File: config.mk
export PLATFORM = sky130hd
export DESIGN_NAME = pb_stream_tokenizer
export DESIGN_NICKNAME = d
export VERILOG_FILES = /design/src/rtl/pb_pkg.sv /design/src/rtl/pb_varint_accum.sv /design/src/rtl/pb_stream_tokenizer.sv
export SDC_FILE = /design/constraint.sdc
export NUM_CORES = 1
export LEC_CHECK = 0
export BUFFER_PORTS_ARGS = -buffer_cell sky130_fd_sc_hd__buf_2
export CAP_MARGIN = 20
export CORE_ASPECT_RATIO = 0.8
export CORE_MARGIN = 3
export CORE_UTILIZATION = 60
export DETAILED_ROUTE_END_ITERATION = 8
export GPL_TIMING_DRIVEN = 0
export PLACE_DENSITY_LB_ADDON = 0.08
export SYNTH_ARGS = -nofsm -noshare
export SYNTH_HDL_FRONTEND = slang
export SYNTH_SLANG_ARGS = --single-unit
File: constraint.sdc
create_clock -name clk -period 3.92 [get_ports clk]
set_input_delay 0.196 -clock clk [delete_from_list [all_inputs] [get_ports clk]]
set_output_delay 0.196 -clock clk [all_outputs]
set_load 0.005 [all_outputs]
File: src/rtl/pb_pkg.sv
// Shared types and constants for the protobuf wire-format tokenizer.
// Holds the wire-type, token-kind and error-code encodings and the
// default varint length limit.
package pb_pkg;

  localparam int MAX_VARINT_BYTES = 10;
  localparam int MAX_KEY_BYTES    = 5;

  typedef enum logic [2:0] {
    WT_VARINT = 3'd0,
    WT_I64    = 3'd1,
    WT_LEN    = 3'd2,
    WT_SGROUP = 3'd3,
    WT_EGROUP = 3'd4,
    WT_I32    = 3'd5
  } wire_type_e;

  typedef enum logic [1:0] {
    TK_SCALAR   = 2'd0,
    TK_LEN_HDR  = 2'd1,
    TK_LEN_BYTE = 2'd2
  } tok_kind_e;

  typedef enum logic [2:0] {
    ERR_NONE       = 3'd0,
    ERR_BAD_WIRE   = 3'd1,
    ERR_BAD_KEY    = 3'd2,
    ERR_VARINT_OVF = 3'd3,
    ERR_LEN_OVF    = 3'd4,
    ERR_TRUNC      = 3'd5
  } err_code_e;

endpackage

File: src/rtl/pb_varint_accum.sv
// Little-endian base-128 varint accumulator.
//   clk, rst_n : clock, async active-low reset
//   en         : a varint byte is being consumed this cycle
//   clear      : restart at byte 0 (wins over en)
//   data       : stream byte
//   limit      : maximum number of bytes allowed in this varint
//   acc        : value including the current byte (combinational)
//   done       : current byte terminates the varint
//   ovf        : current byte is byte number `limit` and still continues
module pb_varint_accum (
  input  logic        clk,
  input  logic        rst_n,
  input  logic        en,
  input  logic        clear,
  input  logic [7:0]  data,
  input  logic [3:0]  limit,
  output logic [63:0] acc,
  output logic        done,
  output logic        ovf
);
  import pb_pkg::*;

  logic [63:0] acc_q;
  logic [3:0]  cnt_q;
  logic [6:0]  shamt;

  // At byte 10 the shift is 63, so only data bit 0 survives in the
  // 64-bit result and bits 6:1 fall off the top.
  always_comb begin
    shamt = {3'b000, cnt_q} * 7'd7;
    acc   = acc_q | ({57'd0, data[6:0]} << shamt);
    done  = en && !data[7];
    ovf   = en && data[7] && (cnt_q == limit - 4'd1);
  end

  always_ff @(posedge clk or negedge rst_n) begin
    if (!rst_n) begin
      acc_q <= 64'd0;
      cnt_q <= 4'd0;
    end else if (clear) begin
      acc_q <= 64'd0;
      cnt_q <= 4'd0;
    end else if (en) begin
      acc_q <= acc;
      cnt_q <= cnt_q + 4'd1;
    end
  end

endmodule

File: src/rtl/pb_stream_tokenizer.sv
// Streaming protobuf wire-format tokenizer: splits a byte stream into
// key+scalar tokens, or a length header followed by payload byte tokens.
//   clk, rst_n          : clock, async active-low reset
//   in_valid/in_ready   : byte handshake; in_data byte, in_last ends message
//   tok_valid/tok_ready : token handshake (single output register)
//   tok_kind/field/wire : token kind, field number, wire type
//   tok_value           : scalar value, length, or payload byte in [7:0]
//   tok_last            : token's final byte carried in_last
//   err_valid/err_code  : one-cycle error pulse, code held until next error
//
// state     | meaning
// ----------+-------------------------------------------------
// S_KEY     | collecting key varint (max 5 bytes)
// S_VARINT  | collecting value varint
// S_FIX64   | collecting 8 little-endian bytes
// S_FIX32   | collecting 4 little-endian bytes
// S_LEN     | collecting length varint
// S_PAYLOAD | forwarding length-delimited payload bytes
// S_DRAIN   | discarding bytes after an error until in_last
module pb_stream_tokenizer #(
  parameter int MAX_VARINT_BYTES = pb_pkg::MAX_VARINT_BYTES,
  parameter int LEN_W            = 32
) (
  input  logic        clk,
  input  logic        rst_n,
  input  logic        in_valid,
  output logic        in_ready,
  input  logic [7:0]  in_data,
  input  logic        in_last,
  output logic        tok_valid,
  input  logic        tok_ready,
  output logic [1:0]  tok_kind,
  output logic [28:0] tok_field,
  output logic [2:0]  tok_wire,
  output logic [63:0] tok_value,
  output logic        tok_last,
  output logic        err_valid,
  output logic [2:0]  err_code
);
  import pb_pkg::*;

  localparam logic [2:0] S_KEY     = 3'd0;
  localparam logic [2:0] S_VARINT  = 3'd1;
  localparam logic [2:0] S_FIX64   = 3'd2;
  localparam logic [2:0] S_FIX32   = 3'd3;
  localparam logic [2:0] S_LEN     = 3'd4;
  localparam logic [2:0] S_PAYLOAD = 3'd5;
  localparam logic [2:0] S_DRAIN   = 3'd6;

  logic [2:0]       state, state_nxt;
  logic [LEN_W-1:0] cnt_rem, cnt_nxt;
  logic [63:0]      fix_val;
  logic [28:0]      key_field;
  logic [2:0]       key_wire;

  logic             accept;
  logic             acc_en, acc_clr, acc_done, acc_ovf;
  logic [3:0]       acc_limit;
  logic [63:0]      acc;
  logic [28:0]      key_field_c;
  logic [2:0]       key_wire_c;
  logic             wire_ok;

  logic             emit, err, ld_key;
  tok_kind_e        emit_kind;
  logic [63:0]      emit_val;
  err_code_e        err_cd;

  assign in_ready = rst_n && ((state == S_DRAIN) || !tok_valid || tok_ready);
  assign accept   = in_valid && in_ready;

  assign acc_en    = accept && (state == S_KEY || state == S_VARINT || state == S_LEN);
  // Any byte that ends the varint (normally, by overflow, or by in_last)
  // resets the accumulator so the next varint starts from byte 0.
  assign acc_clr   = acc_en && (acc_done || acc_ovf || in_last);
  assign acc_limit = (state == S_KEY) ? 4'(MAX_KEY_BYTES) : 4'(MAX_VARINT_BYTES);

  pb_varint_accum u_accum (
    .clk   (clk),
    .rst_n (rst_n),
    .en    (acc_en),
    .clear (acc_clr),
    .data  (in_data),
    .limit (acc_limit),
    .acc   (acc),
    .done  (acc_done),
    .ovf   (acc_ovf)
  );

  assign key_field_c = acc[31:3];
  assign key_wire_c  = acc[2:0];
  assign wire_ok     = key_wire_c inside {WT_VARINT, WT_I64, WT_LEN, WT_I32};

  always_comb begin
    state_nxt = state;
    cnt_nxt   = cnt_rem;
    emit      = 1'b0;
    emit_kind = TK_SCALAR;
    emit_val  = 64'd0;
    err       = 1'b0;
    err_cd    = ERR_NONE;
    ld_key    = 1'b0;
    if (accept) begin
      case (state)
        S_KEY: begin
          if (acc_ovf) begin
            err = 1'b1; err_cd = ERR_VARINT_OVF;
          end else if (acc_done) begin
            if (!wire_ok) begin
              err = 1'b1; err_cd = ERR_BAD_WIRE;
            end else if (key_field_c == 29'd0) begin
              err = 1'b1; err_cd = ERR_BAD_KEY;
            end else if (in_last) begin
              err = 1'b1; err_cd = ERR_TRUNC;
            end else begin
              ld_key = 1'b1;
              case (wire_type_e'(key_wire_c))
                WT_I64:  begin state_nxt = S_FIX64; cnt_nxt = LEN_W'(8); end
                WT_I32:  begin state_nxt = S_FIX32; cnt_nxt = LEN_W'(4); end
                WT_LEN:  state_nxt = S_LEN;
                default: state_nxt = S_VARINT;
              endcase
            end
          end else if (in_last) begin
            err = 1'b1; err_cd = ERR_TRUNC;
          end
        end
        S_VARINT: begin
          if (acc_ovf) begin
            err = 1'b1; err_cd = ERR_VARINT_OVF;
          end else if (acc_done) begin
            emit = 1'b1; emit_val = acc; state_nxt = S_KEY;
          end else if (in_last) begin
            err = 1'b1; err_cd = ERR_TRUNC;
          end
        end
        S_FIX64, S_FIX32: begin
          if (cnt_rem == LEN_W'(1)) begin
            emit      = 1'b1;
            emit_val  = (state == S_FIX64) ? {in_data, fix_val[63:8]}
                                           : {32'd0, in_data, fix_val[63:40]};
            state_nxt = S_KEY;
          end else if (in_last) begin
            err = 1'b1; err_cd = ERR_TRUNC;
          end else begin
            cnt_nxt = cnt_rem - LEN_W'(1);
          end
        end
        S_LEN: begin
          if (acc_ovf) begin
            err = 1'b1; err_cd = ERR_VARINT_OVF;
          end else if (acc_done) begin
            if ((acc >> LEN_W) != 64'd0) begin
              err = 1'b1; err_cd = ERR_LEN_OVF;
            end else if (acc == 64'd0) begin
              emit = 1'b1; emit_kind = TK_LEN_HDR; state_nxt = S_KEY;
            end else if (in_last) begin
              err = 1'b1; err_cd = ERR_TRUNC;
            end else begin
              emit      = 1'b1;
              emit_kind = TK_LEN_HDR;
              emit_val  = acc;
              cnt_nxt   = acc[LEN_W-1:0];
              state_nxt = S_PAYLOAD;
            end
          end else if (in_last) begin
            err = 1'b1; err_cd = ERR_TRUNC;
          end
        end
        S_PAYLOAD: begin
          if (cnt_rem == LEN_W'(1)) begin
            emit = 1'b1; emit_kind = TK_LEN_BYTE;
            emit_val = {56'd0, in_data}; state_nxt = S_KEY;
          end else if (in_last) begin
            err = 1'b1; err_cd = ERR_TRUNC;
          end else begin
            emit = 1'b1; emit_kind = TK_LEN_BYTE;
            emit_val = {56'd0, in_data}; cnt_nxt = cnt_rem - LEN_W'(1);
          end
        end
        S_DRAIN: begin
          if (in_last) state_nxt = S_KEY;
        end
        default: state_nxt = S_KEY;
      endcase
      // A bad field on the message's last byte has nothing left to drain.
      if (err) state_nxt = in_last ? S_KEY : S_DRAIN;
    end
  end

  always_ff @(posedge clk or negedge rst_n) begin
    if (!rst_n) begin
      state     <= S_KEY;
      cnt_rem   <= '0;
      fix_val   <= 64'd0;
      key_field <= 29'd0;
      key_wire  <= 3'd0;
    end else begin
      state   <= state_nxt;
      cnt_rem <= cnt_nxt;
      if (accept && (state == S_FIX64 || state == S_FIX32))
        fix_val <= {in_data, fix_val[63:8]};
      if (ld_key) begin
        key_field <= key_field_c;
        key_wire  <= key_wire_c;
      end
    end
  end

  always_ff @(posedge clk or negedge rst_n) begin
    if (!rst_n) begin
      tok_valid <= 1'b0;
      tok_kind  <= 2'd0;
      tok_field <= 29'd0;
      tok_wire  <= 3'd0;
      tok_value <= 64'd0;
      tok_last  <= 1'b0;
      err_valid <= 1'b0;
      err_code  <= 3'd0;
    end else begin
      if (emit) begin
        tok_valid <= 1'b1;
        tok_kind  <= emit_kind;
        tok_field <= key_field;
        tok_wire  <= key_wire;
        tok_value <= emit_val;
        tok_last  <= in_last;
      end else if (tok_ready) begin
        tok_valid <= 1'b0;
      end
      err_valid <= err;
      if (err) err_code <= err_cd;
    end
  end

endmodule
==> results of run 1 <==
==> stage by stage <==
step	setup TNS [ns]	std cells	utilization [%]	total power [mW]
3_5_place_dp	-77.21	1812	66.2	7.34
3_3_place_gp	-2064.68	1809	65.9	7.26
5_1_grt	-0.506	1871	72.6	11.0
6_report	-2.75	1871	72.6	10.7
4_1_cts	0	1866	71.6	10.4
2_1_floorplan	0	1389	-	6.01
==> power groups by stage <==
stage                     registers (mW)  clock network (mW)  logic (mW)
after floorplan                     3.88                   0        2.14
after global placement              4.04                   0        3.22
after detailed placement            4.05                   0        3.29
after CTS                           4.03                2.89        3.44
after global routing                4.12                3.02        3.91
final                               4.07                2.89        3.75
==> what timing repair did <==
item,in CTS,in global routing
setup endpoints to repair,171,170
hold buffers,1,0
pin swaps,0,3
gates resized for setup,46,42
gates cloned,0,0
hold endpoints to repair,99,0
buffers inserted,0,5
==> cells in the mapped netlist (6+ instances only) <==
master	instances
buf_6	10
nor3b_1	10
a21oi_1	97
and2_1	6
or4_1	9
clkbuf_1	82
a22o_1	28
nor3_1	13
nand4_1	11
nand3_1	11
mux2_4	33
nor2_1	130
mux2i_1	34
o221a_2	7
nand2_1	163
a31oi_1	65
o22a_1	24
o22ai_1	19
buf_1	11
or3_1	7
nor4_1	12
o21ai_1	48
dfrtp_1	295
inv_1	10
mux2_2	57
o32ai_1	6
o21ai_0	103
nor2b_1	7
==> worst max-delay path, stage by stage (launching register included) <==
cell and delay [ns]:
dfrtp_1 0.38, buf_2 0.19, nor4_2 0.72, a21oi_1 0.50
nand4_1 0.28, nor4bb_2 0.09, a21oi_1 0.41, nor2b_2 0.15
o221ai_4 0.34, buf_6 0.25, buf_1 0.43, o21ai_1 0.16
==> flip-flops by register name, indices dropped and copies added, names as in the netlist, 2 cells and up <==
name / cells
tok_value: 64
u_accum.acc_q: 64
fix_val: 56
cnt_rem: 32
key_field: 29
tok_field: 29
u_accum.cnt_q: 4
err_code: 3
key_wire: 3
state: 3
tok_wire: 3
tok_kind: 2
==> per-layer routing <==
metal	part of all wire (%)	vias to the layer above	track usage (%)
li1	-	5361	-
met2	41	866	54.7
met1	41	6123	54.7
met4	4.2	0	13.1
met3	14	162	13.8
met5	0	-	0
==> worst paths after layout <==
kind | start | end | slack [ns] | depth (start not counted)
worst max-delay path | u_accum.cnt_q[0]$_DFFE_PN0P_ | tok_value[19]$_DFFE_PN0P_ | -0.11 | 11
worst min-delay path | tok_ready | tok_valid$_DFFE_PN0P_ | 0.15 | 3
worst max register to register | u_accum.cnt_q[0]$_DFFE_PN0P_ | tok_value[19]$_DFFE_PN0P_ | -0.11 | 11
worst min register to register | tok_value[36]$_DFFE_PN0P_ | tok_value[36]$_DFFE_PN0P_ | 0.47 | 2
max in group asynchronous | rst_n | u_accum.acc_q[48]$_DFFE_PN0P_ | 2.62 | 3
min in group asynchronous | rst_n | tok_field[12]$_DFFE_PN0P_ | 0.27 | 2
==> final cells by class <==
cell class / count / share of cell area, %
Inverter: 11 / 0.250
Clock inverter: 17 / 1.14
Multi-Input combinational cell: 976 / 39.5
Clock buffer: 36 / 4.80
Tap cell: 306 / 2.32
Sequential cell: 295 / 44.7
Buffer: 106 / 3.09
Timing Repair Buffer: 124 / 4.21
==> logic make-up after synthesis <==
family                   Yosys count  synth area share (%)
AND/OR/NAND/NOR                  415                  13.7
XOR/XNOR                           2                 0.125
flip-flops                       295                  52.6
multiplexers                     124                  10.5
AO/OA/AOI/OAI                    432                  19.0
buffers and inverters            118                  3.73
adder cells (fa/ha/maj)            3                 0.268
==> flow_summary_export.csv, run 1 <==
group,metric,value,unit
timing,hold_viol,0,
pwr,seqPwrFrac,38.0,%
pwr,power.switching,4.30,mW
floorplan,coreArea,0.0227,mm2
global_route,grt_pass1_vias,12000,
place,dp_hpwl,34400,um
pwr,power_frac_clock,27.0,%
pwr,pwr-share-comb,35.0,%
floorplan,rows,49,
timing,relSlewSlack,20.7,%
timing,period_minus_slack,4.03,ns
setup_path,path_class,"register to register",
place,port-buffer-count,114,
clock_network,numCtsBuffers,29,
timing,final-max-slew-violation-count,0,
cells_and_area,multiInputGateArea,0.00652,mm2
setup_path,cp.required,4.36,ns
timing,worst_slack,-0.109,ns
global_route,gr-total-overflow,0,
synthesis,yosysWarnings,0,
cells_and_area,layout_common_cells,"295 x dfrtp_1, 163 x nand2_1, 128 x nor2_1, 117 x buf_2, 103 x o21ai_0",
synthesis,ys_ff_latch,295,
clock_network,cts-root-buf,"clkbuf_16",
place,routabilityCongestion,1.00,
detailed_routing,vias,12500,
detailed_routing,wirelength,49000,um
cells_and_area,fin_area,0.0165,mm2
cells_and_area,nNetsFinal,1559,
pwr,p_leak,7.59,nW
synthesis,syn_inst,1389,
floorplan,start_util,61.7,%
pwr,intPower,6.42,mW
timing,tightest_slew,1.19,ns
synthesis,async_flop_share,100,%
synthesis,synthTopCellsByArea,"dfrtp_1 53%, mux2_2 4.6%, nand2_1 4.4%, o21ai_0 3.7%, mux2_4 3.5%",
clock_network,clk_latency,0.58,ns
floorplan,io_pins,118,
cells_and_area,layout_commonest_cell,"dfrtp_1",
synthesis,yosysSeqAreaShare,52.6,%
cells_and_area,fillers,1696,
detailed_routing,drc,0,
synthesis,ys.flop_type,"dfrtp_1",
flow_run,drv_cap,0,
global_route,grt_max_degree,106,
synthesis,synth_area,0.0140,mm2
floorplan,die-area,0.0253,mm2
detailed_routing,drt_iter0_markers,1983,
clock_network,cts_tree,"yes",
cells_and_area,antennaDiodeCount,0,
timing,fmax,248,MHz
global_route,grt_pass1_wl,73100,um
clock_network,cts.sinks,295,
outcome,violations,"setup timing",
timing,rsz0062_at_grt,"true",
clock_network,clkTransAtPathRegs,0.07,ns
min_path,min_path_type,"primary input to register",
pwr,netSwitchingFraction,40.1,%
timing,clock_skew,0.0184,ns
global_route,grtUsageTotal,38.3,%
synthesis,avgSynthCellArea,10.1,um2
clock_network,clock_path_buffers,3,
timing,finalCritPeriodShare,103,%
cells_and_area,final_layout_size_suffix_gt1_share,22.9,%
timing,setup_viol,75,
pwr,power.density,649,mW/mm2
synthesis,synth_cell_types,71,
detailed_routing,drt-pass1-iter-count,6,
outcome,status,"complete, but fails checks",
detailed_routing,wire_per_inst,26.2,um
pwr,ir_drop,0.000438,V
place,pre_cts_ws,-0.796,ns
cells_and_area,syn_to_final_growth,17.7,%
floorplan,die_y,143,um
synthesis,netlist.area_leader.share,52.6,%
timing,hold_slack,0.148,ns
setup_path,cp-start-kind,"register",
global_route,antenna_found_initial,0,
place,place_area,0.0151,mm2
setup_path,setup.worst_path.end_class,"register",
setup_path,critPathMaxFanout,10,
cells_and_area,register_area,0.00738,mm2
synthesis,yosys.area.top_type,"dfrtp_1",
detailed_routing,final_antenna_net_count,0,
synthesis,synth_edf_count,0,
setup_path,critPathArrivalTime,4.47,ns
clock_network,htreeDepth,1,
synthesis,synth_nets,1405,
floorplan,fp.dieW,177,um
detailed_routing,avgViaCountPerCell,6.69,
No activity file was read; power rests on OpenSTA's default activity.
==> run 2: changes to the inputs <==
--- a/config.mk
+++ b/config.mk
@@ -5,14 +5,16 @@
 export SDC_FILE = /design/constraint.sdc
 export NUM_CORES = 1
 export LEC_CHECK = 0
-export BUFFER_PORTS_ARGS = -buffer_cell sky130_fd_sc_hd__buf_2
 export CAP_MARGIN = 20
 export CORE_ASPECT_RATIO = 0.8
 export CORE_MARGIN = 3
-export CORE_UTILIZATION = 60
+export CORE_UTILIZATION = 64
 export DETAILED_ROUTE_END_ITERATION = 8
+export DONT_BUFFER_PORTS = 1
 export GPL_TIMING_DRIVEN = 0
+export MAX_ROUTING_LAYER = met4
 export PLACE_DENSITY_LB_ADDON = 0.08
 export SYNTH_ARGS = -nofsm -noshare
 export SYNTH_HDL_FRONTEND = slang
+export SYNTH_HIERARCHICAL = 1
 export SYNTH_SLANG_ARGS = --single-unit
==> flow_summary_export.csv, run 2 <==
group,metric,value,unit
outcome,status,"complete, but fails checks",
outcome,violations,"hold timing",
floorplan,die_y,138,um
setup_path,max_stage_delay,0.49,ns
detailed_routing,route.met3.wl,6840,um
synthesis,synth_nets,1382,
cells_and_area,final_layout_size_suffix_gt1_share,18.6,%
synthesis,synthTopCellsByArea,"dfrtp_1 53%, mux2_2 9.8%, a21oi_1 4.6%, o21ai_0 4.2%, nor2_1 3.8%",
clock_network,clock_path_buffers,3,
place,routabilityCongestion,1.00,
synthesis,syn_inst,1365,
place,dp_hpwl,30800,um
synthesis,yosysMostFrequentCell,"dfrtp_1",
flow_run,drv_cap,0,
pwr,power_frac_clock,23.7,%
detailed_routing,avgViaCountPerCell,6.98,
synthesis,synth_area,0.0140,mm2
clock_network,numCtsBuffers,28,
timing,period_minus_slack,3.78,ns
synthesis,ys_ff_latch,295,
place,place_area,0.0144,mm2
setup_path,crit_chain,"buf_4 > and4bb_1 > buf_4 > a21o_1 > nor4_1 > nand4_1 > or2_2 > o32ai_1 > o21ai_2 > buf_6 > buf_8 > clkbuf_4 > nand2_1 > o21ai_0",
pwr,power.density,716,mW/mm2
timing,finalCritPeriodShare,96.3,%
synthesis,ys.flop_type,"dfrtp_1",
synthesis,yosys-top-cells-count,"295 x dfrtp_1, 142 x nor2_1, 128 x a21oi_1, 122 x mux2_2, 118 x o21ai_0",
detailed_routing,final_antenna_net_count,0,
setup_path,cp.required,4.37,ns
timing,rsz0062_at_grt,"true",
detailed_routing,drt_iter0_markers,1778,
cells_and_area,syn_to_final_growth,10.8,%
setup_path,path_common_cell,"buf_4",
pwr,p_leak,7.47,nW
place,port-buffer-count,0,
setup_path,critPathMaxFanout,10,
timing,relSlewSlack,29.0,%
synthesis,yosys.area.top_type,"dfrtp_1",
setup_path,crit_slowest_cell,"dfrtp_1",
global_route,grt_pass1_wl,70100,um
place,pre_cts_ws,-1.17,ns
cells_and_area,reg_top3,"tok_value: 64 flops, u_accum/acc_q: 64 flops, fix_val: 56 flops",
cells_and_area,layout_commonest_cell,"dfrtp_1",
synthesis,netlist.area_leader.share,52.6,%
detailed_routing,wl_met2,19400,um
synthesis,synth_cell_types,68,
global_route,grt_pass1_vias,11300,
timing,hold_slack,-0.671,ns
clock_network,clkTransAtPathRegs,0.07,ns
cells_and_area,fin_area,0.0156,mm2
global_route,grtUsageTotal,40.2,%
floorplan,die-area,0.0238,mm2
clock_network,clk_latency,0.59,ns
clock_network,cts-root-buf,"clkbuf_16",
timing,setup_viol,0,
pwr,ir_drop,0.000556,V
cells_and_area,nNetsFinal,1429,
timing,fmax,265,MHz
pwr,pwr-share-comb,37.1,%
min_path,min_path_type,"primary input to asynchronous set/reset pin",
floorplan,coreArea,0.0211,mm2
detailed_routing,wirelength,46700,um
timing,clock_skew,0.0493,ns
clock_network,cts_tree,"yes",
synthesis,synth_edf_count,0,
floorplan,fp.dieW,172,um
setup_path,cp-start-kind,"register",
setup_path,rrSetupSlack,0.14,ns
detailed_routing,drc,0,
timing,tightest_slew,1.06,ns
synthesis,yosysWarnings,6,
floorplan,rows,47,
timing,worst_slack,0.143,ns
setup_path,setup.worst_path.end_class,"register",
detailed_routing,vias,11900,
detailed_routing,wire_per_inst,27.4,um
detailed_routing,drt-pass1-iter-count,6,
clock_network,cts_hold_buf,9,
global_route,gr-total-overflow,0,
detailed_routing,highest_layer,"met4",
pwr,seqPwrFrac,39.2,%
setup_path,critPathArrivalTime,4.23,ns
clock_network,htreeDepth,1,
global_route,antenna_found_initial,3,
timing,hold_viol,295,
synthesis,async_flop_share,100,%
global_route,grt_max_degree,298,
pwr,intPower,6.56,mW
clock_network,cts.sinks,295,
timing,final-max-slew-violation-count,0,
floorplan,start_util,66.5,%
synthesis,avgSynthCellArea,10.3,um2
floorplan,io_pins,118,
cells_and_area,layout_common_cells,"295 x dfrtp_1, 141 x nor2_1, 128 x a21oi_1, 122 x mux2_2, 118 x o21ai_0",
pwr,netSwitchingFraction,41.1,%
pwr,power.switching,4.58,mW
synthesis,yosysSeqAreaShare,52.6,%
setup_path,path_class,"register to register",
detailed_routing,drt-met1-wl,18400,um
run 2: changes by cell type after synthesis, sizes merged, moves of 14 or more:
cell,before,now
a31oi,65,11
mux2,90,122
buf,25,47
o22a,24,0
o21ai,151,130
nand2,163,95
mux2i,34,3
clkbuf,82,58
a21oi,98,128
a22oi,5,44
a21o,2,66
a22o,28,3
o22ai,19,33
run 2: layout make-up:
type	count	area, um2
antenna	5	12.5
buffer	104	539
clock buffer	39	772
clock inverter	10	105
fill	1455	5550
inverter	14	55.1
multi-input combinational	951	6190
sequential	295	7380
tap	269	337
timing repair buffer	18	174
run 2: power by group through the flow:
| stage | combinational, mW | clock [mW] | sequential (mW) |
|---|---|---|---|
| floorplan | 2.72 | 0 | 4.08 |
| global placement | 3.83 | 0 | 4.33 |
| finish | 4.14 | 2.65 | 4.36 |
| global route | 4.39 | 2.79 | 4.42 |
| detailed placement | 3.88 | 0 | 4.36 |
| CTS | 3.95 | 2.65 | 4.32 |
run 2: timing repair:
action / 4_1_cts / 5_1_grt
endpoints found under the hold margin: 325 / 295
endpoints found under the setup margin: 238 / 182
pin swaps: 2 / 1
gates cloned: 0 / 0
gates resized for setup: 25 / 34
setup buffers: 3 / 6
run 2: path summary, 6_finish.rpt:
kind	depth (start not counted)	to	start
max	14	tok_value[25]$_DFFE_PN0P_	u_accum/cnt_q[2]$_DFFE_PN0P_
min	0	tok_value[48]$_DFFE_PN0P_	rst_n
max in group asynchronous	0	cnt_rem[12]$_DFFE_PN0P_	rst_n
min in group clk	4	tok_value[24]$_DFFE_PN0P_	in_data[0]
min reg2reg	2	u_accum/acc_q[34]$_DFFE_PN0P_	u_accum/acc_q[34]$_DFFE_PN0P_
max reg2reg	14	tok_value[25]$_DFFE_PN0P_	u_accum/cnt_q[2]$_DFFE_PN0P_
run 2: cells by family (layout without fill, tap and decap cells):
family | count (synthesis) | after routing | synth area share, %
other | 0 | 5 | 0
DFF | 295 | 295 | 52.6
AOI/OAI and AO/OA | 458 | 458 | 20.1
xor gates and xnor gates | 10 | 10 | 0.624
buffers and inverters | 119 | 185 | 3.73
adders and majority gates | 4 | 4 | 0.356
muxes | 125 | 125 | 10.0
and+or+nand+nor | 354 | 354 | 12.6
run 2: worst max-delay path: cells and delay by family (launching register included):
family / cells / cell delay [ns]
compound gates: 4 / 0.80
buf+inv: 5 / 0.96
flops: 1 / 0.49
simple gates: 5 / 1.40
run 2: routing by layer:
| layer | vias to the layer above | global-route usage, % |
|---|---|---|
| met1 | 5864 | 56.3 |
| met5 | - | - |
| li1 | 5042 | - |
| met4 | 0 | 14.4 |
| met2 | 853 | 53.1 |
| met3 | 149 | 16.1 |
run 2: stage by stage:
| step | instances | setup TNS, ns | utilization [%] | power [mW] | hold slack [ns] |
|---|---|---|---|---|---|
| after floorplan | 1365 | 0 | - | 6.81 | -0.0996 |
| after global placement | 1634 | -159.08 | 68.1 | 8.15 | -0.0936 |
| after detailed placement | 1634 | -165.02 | 68.1 | 8.25 | -0.0934 |
| after CTS | 1695 | 0 | 73.2 | 10.9 | -0.680 |
| after global routing | 1703 | -0.849 | 73.7 | 11.6 | -0.690 |
| final | 1705 | 0 | 73.7 | 11.1 | -0.671 |
